`src/rtl/msg_sched.sv`:
```
// Message schedule expander: captures a padded message and streams the 64
// schedule words of each 512-bit block over a valid/ready handshake.
module msg_sched #(
  parameter int  NUM_BLOCKS = 2,
  localparam int BW         = (NUM_BLOCKS > 1) ? $clog2(NUM_BLOCKS) : 1
) (
  input  logic                      clk,
  input  logic                      rst,
  input  logic                      start,
  input  logic [512*NUM_BLOCKS-1:0] msg,
  output logic                      busy,
  output logic                      w_valid,
  input  logic                      w_ready,
  output logic [31:0]               w_data,
  output logic [5:0]                w_idx,
  output logic [BW-1:0]             w_blk,
  output logic                      w_last,
  output logic                      done
);

  typedef enum logic [1:0] {IDLE, RUN, DONE} state_t;

  localparam logic [BW-1:0] LAST_BLK = BW'(NUM_BLOCKS - 1);

  state_t                    state_q, state_d;
  logic [512*NUM_BLOCKS-1:0] msg_q, msg_d;
  logic [31:0]               win_q [16];
  logic [31:0]               win_d [16];
  logic [5:0]                t_q, t_d;
  logic [BW-1:0]             blk_q, blk_d;

  logic [511:0] blk_words [NUM_BLOCKS];
  logic [511:0] next_block;
  logic [31:0]  w_new;
  logic         accept;
  logic         last_word;

  genvar gi;
  generate
    for (gi = 0; gi < NUM_BLOCKS; gi++) begin : g_blk
      assign blk_words[gi] = msg_q[512*(NUM_BLOCKS-gi)-1 -: 512];
    end
  endgenerate

  function automatic logic [31:0] sig0(input logic [31:0] x);
    return {x[6:0], x[31:7]} ^ {x[17:0], x[31:18]} ^ (x >> 3);
  endfunction

  function automatic logic [31:0] sig1(input logic [31:0] x);
    return {x[16:0], x[31:17]} ^ {x[18:0], x[31:19]} ^ (x >> 10);
  endfunction

  // win_q[k] holds W[t+k], so the new tail word is W[t+16].
  assign w_new     = sig1(win_q[14]) + win_q[9] + sig0(win_q[1]) + win_q[0];
  assign accept    = (state_q == RUN) && w_ready;
  assign last_word = (t_q == 6'd63) && (blk_q == LAST_BLK);

  always_comb begin
    next_block = '0;
    for (int b = 0; b < NUM_BLOCKS; b++) begin
      if (b == int'(blk_q) + 1) next_block = blk_words[b];
    end
  end

  always_comb begin
    state_d = state_q;
    msg_d   = msg_q;
    win_d   = win_q;
    t_d     = t_q;
    blk_d   = blk_q;
    case (state_q)
      IDLE: begin
        if (start) begin
          state_d = RUN;
          msg_d   = msg;
          t_d     = '0;
          blk_d   = '0;
          for (int i = 0; i < 16; i++) win_d[i] = msg[512*NUM_BLOCKS-1-32*i -: 32];
        end
      end
      RUN: begin
        if (accept) begin
          if (last_word) begin
            state_d = DONE;
          end else if (t_q == 6'd63) begin
            t_d   = '0;
            blk_d = blk_q + BW'(1);
            for (int i = 0; i < 16; i++) win_d[i] = next_block[511-32*i -: 32];
          end else begin
            t_d = t_q + 6'd1;
            for (int i = 0; i < 15; i++) win_d[i] = win_q[i+1];
            win_d[15] = w_new;
          end
        end
      end
      DONE:    state_d = IDLE;
      default: state_d = IDLE;
    endcase
  end

  always_ff @(posedge clk or negedge rst) begin
    if (!rst) begin
      state_q <= IDLE;
      msg_q   <= '0;
      win_q   <= '{default: '0};
      t_q     <= '0;
      blk_q   <= '0;
    end else begin
      state_q <= state_d;
      msg_q   <= msg_d;
      win_q   <= win_d;
      t_q     <= t_d;
      blk_q   <= blk_d;
    end
  end

  assign busy    = (state_q != IDLE);
  assign w_valid = (state_q == RUN);
  assign w_data  = win_q[0];
  assign w_idx   = t_q;
  assign w_blk   = blk_q;
  assign w_last  = w_valid && last_word;
  assign done    = (state_q == DONE);

endmodule

```
`config.mk`:
```
export PLATFORM = sky130hd
export DESIGN_NAME = msg_sched
export DESIGN_NICKNAME = d
export VERILOG_FILES = /design/src/rtl/msg_sched.sv
export SDC_FILE = /design/constraint.sdc
export NUM_CORES = 2
export LEC_CHECK = 0
export CAP_MARGIN = 10
export CORE_AREA = 2 2 414 416
export CTS_BUF_LIST = sky130_fd_sc_hd__clkbuf_4
export DETAILED_ROUTE_END_ITERATION = 7
export DIE_AREA = 0 0 416 418
export RECOVER_POWER = 25
export SLEW_MARGIN = 20
export SYNTH_ARGS = -nofsm -noshare
export SYNTH_HDL_FRONTEND = slang
export SYNTH_SLANG_ARGS = --single-unit
export TNS_END_PERCENT = 50
```
`constraint.sdc`:
```
create_clock -name clk -period 8 [get_ports clk]
set_input_delay 1.6 -clock clk [delete_from_list [all_inputs] [get_ports clk]]
set_output_delay 1.6 -clock clk [all_outputs]
set_load 0.05 [all_outputs]
```
==> reports/qor.yml <==
global_route:
  grt_overflow: 0
  grt_pass1_vias: 52100
  grt_max_degree: 270
  grt_pass1_wl_mm: 375
  grt_usage: 0.299
  grt_antenna_before_repair: 150
status:
  status: "finished, violations left"
  violations: "capacitance limit, slew limit"
synthesis:
  ys_seq_area_frac: 0.478
  synthTopCellsByCount: "2497 x nand2_1, 1033 x dfrtp_1, 900 x a21oi_1, 529 x o21ai_0, 486 x nand3b_1"
  yosysWarnings: 0
  async_flop_share: 1.00
  synth-edff-count: 0
  ys_types: 53
  postSynthAreaPerCell_um2: 8.05
  yosysMostFrequentCell: "nand2_1"
  synth_nets: 7831
  netlist_area_mm2: 0.0540
  synth_top_area_cell: "dfrtp_1"
  synthTopCellsByArea: "dfrtp_1 48%, nand2_1 17%, a21oi_1 8.3%"
  synth_ff_type: "dfrtp_1"
  syn_inst: 6709
  synth_top_area_frac: 0.478
  ys_seq_elements: 1033
setup_path:
  required_ns: 6.40
  r2r-end: "win_q[24]"
  critPathKind: "flip-flop to output pin"
  cp_top_family: "simple AND/OR/NAND/NOR gates"
  setup.worst_path.start_class: "flip-flop"
  cp_slowest_cell: "clkdlybuf4s50_1"
  cp_data_arrival_time_ns: 4.17
  reg2regPathDepth: 14
  ff2ff_setup_slack_ns: 3.33
  endpoint_kind: "output pin"
  path_cells: "ha_1 -> and3_1 -> and3_4 -> nand2_1 -> nor2_1 -> clkdlybuf4s50_1"
  worstPathMaxFanout: 54
  critPathBufInv: 1
  rr_startpoint: "win_q[34]"
  slowest_delay_ns: 0.84
clocking:
  clock_sinks: 1033
  cts_tree: "done"
  clk_pin_slew_ns: 0.08
  clockBufferDepth: 4
  cts_made_buffers: 319
  h-tree-depth: 5
  root_buffer: "clkbuf_4"
  post_cts_buffers: 0
  insertion_delay_ns: 1.34
  cts_hold_buf: 0
  cts_resized: 0
power_and_ir_drop:
  irDropWorstVdd_mv: 0.520
  p_switching_mw: 14.5
  power.share.clock: 0.171
  seqPwrFrac: 0.289
  p_comb_frac: 0.540
  internal_power_mw: 16.1
  p_sw_frac: 0.475
  power_density_mw_per_mm2: 440
  p_leak_nw: 31.1
timing:
  setup_viol: 0
  tightest_slew_ns: 5.02
  timing.final.crit_share: 0.721
  setup_ws_ns: 2.23
  fin_skew_ns: 0.159
  rsz0062_at_grt: "false"
  slew_violations: 76
  timing.fmax_ghz: 0.173
  hold_viol: 0
  layout_min_cycle_time_ns: 5.77
  tns_ns: 0
  slew-limit-headroom: -2.35
job:
  cap_violations: 1
place:
  gp_congestion: 0.995
  dp_cells: 9466
  dp.final_hpwl_mm: 197
  pre_cts_slack_ns: 3.18
  portBuffers: 1070
detailed_routing:
  post_drt_wl_per_cell_um: 26.7
  ant_nets: 0
  wl_met1_mm: 103
  vias_per_cell: 5.27
  dr_wl_met2_mm: 125
  drc: 0
  drtPass1Iterations: 8
  drtIter0Drc: 5260
  wl_met3_mm: 20.5
  num_vias: 53100
  top_layer: "met5"
  wirelength_mm: 269
layout:
  area_delta_synth_final_pct: 28.8
  drive_above_1_share: 0.0700
  nNetsFinal: 8691
  instances_no_fill: 10100
  nFillCells: 17400
floorplanning:
  num_rows: 151
  fp.dieW_um: 416
  die-area_mm2: 0.174
  start_util: 0.320
  die_y_um: 418
  core-area_mm2: 0.169
  ios: 1071
min_path:
  min_path_cells: 2
  min-delay-start: "blk_words[111]"
  whs_endpoint: "blk_words[111]"
  hp-class: "flip-flop to flip-flop"
[logic make-up (layout without fill, tap and decap cells)]
logic type               Yosys count  after routing  synth area share
AND/OR/NAND/NOR                 3153           3153             0.257
AO/OA/AOI/OAI                   1562           1562             0.151
flip-flops                      1033           1033             0.478
XOR/XNOR                         143            143            0.0232
other                              0             93                 0
buffers and inverters            721           1773            0.0589
multiplexers                       3              3          0.000556
adder cells (fa/ha/maj)           94             94            0.0304
[through the flow]
stage                     hold slack [ns]   util  power [mW]  area, um^2
after floorplan                     0.437      -        18.9       54000
after global placement              0.455  0.388        24.8       65600
after detailed placement            0.456  0.388        25.1       65600
after CTS                           0.160  0.410        30.4       69300
after global routing                0.489  0.411        32.5       69500
final                               0.474  0.411        30.6       69600
[worst min-delay path: cells and delay by family (launching register included)]
family           cells  cell delay, ns
flip-flops           1            0.34
AND/OR/NAND/NOR      2            0.10
[per-layer routing]
layer,global-route usage,vias to the layer above
met1,0.360,25800
met5,0,-
met2,0.465,2583
li1,-,23900
met4,0.225,52
met3,0.0708,720
[state kept, by name (all words and copies together) (netlist names)]
| register | cells |
|---|---|
| blk_words | 512 |
| state_q | 2 |
| w_blk | 1 |
| w_data | 32 |
| w_idx | 6 |
| win_q | 480 |
[how the worst max path moves through the flow]
| stage | start | end | slack, ns | cells after the start |
|---|---|---|---|---|
| 5_1_grt | rst | win_q[37] | 1.97 | 2 |
| 6_report | w_idx[1] | w_last | 2.23 | 6 |
| 3_5_place_dp | start | win_q[210] | 3.18 | 8 |
| 3_3_place_gp | start | win_q[210] | 3.18 | 8 |
| 4_1_cts | w_idx[1] | w_last | 2.07 | 6 |
| 2_1_floorplan | win_q[50] | win_q[27] | 3.97 | 16 |
[cell usage in the layout (no fill, tap or decap), types with 19 or more instances in the layout]
cell             Yosys  layout
xor2_1              53      53
clkdlybuf4s50_1      0    1069
o211ai_1            59      59
buf_4               69      43
a21oi_1            900     899
nor2_1              37      35
nand2_1           2497    2496
xnor2_1             90      90
clkinv_1             0      46
nand3_1             84      83
buf_12               0      19
inv_1              126     126
diode_2              0      93
dfrtp_1           1033    1032
fa_1                62      62
ha_1                32      32
clkbuf_4             0     453
nand3b_1           486     486
o21ai_0            529     529
[final cells by class]
| type | instances | area (um^2) | share of cell area |
|---|---|---|---|
| clock inverter | 60 | 363 | 0.00522 |
| antenna | 93 | 233 | 0.00335 |
| tap | 2218 | 2780 | 0.0399 |
| sequential | 1033 | 25900 | 0.372 |
| inverter | 127 | 482 | 0.00693 |
| timing repair buffer | 1133 | 11400 | 0.164 |
| multi-input combinational | 4955 | 25000 | 0.360 |
| clock buffer | 453 | 3400 | 0.0489 |
[power by group through the flow]
stage / sequential (mW) / combinational, mW / clock [mW]
6_report: 8.85 / 16.5 / 5.25
5_1_grt: 9.05 / 17.8 / 5.64
4_1_cts: 8.80 / 16.3 / 5.36
3_5_place_dp: 8.88 / 16.2 / 0
3_3_place_gp: 8.82 / 16.0 / 0
2_1_floorplan: 8.17 / 10.7 / 0
Note: power is estimated with default switching activity, not from simulation.
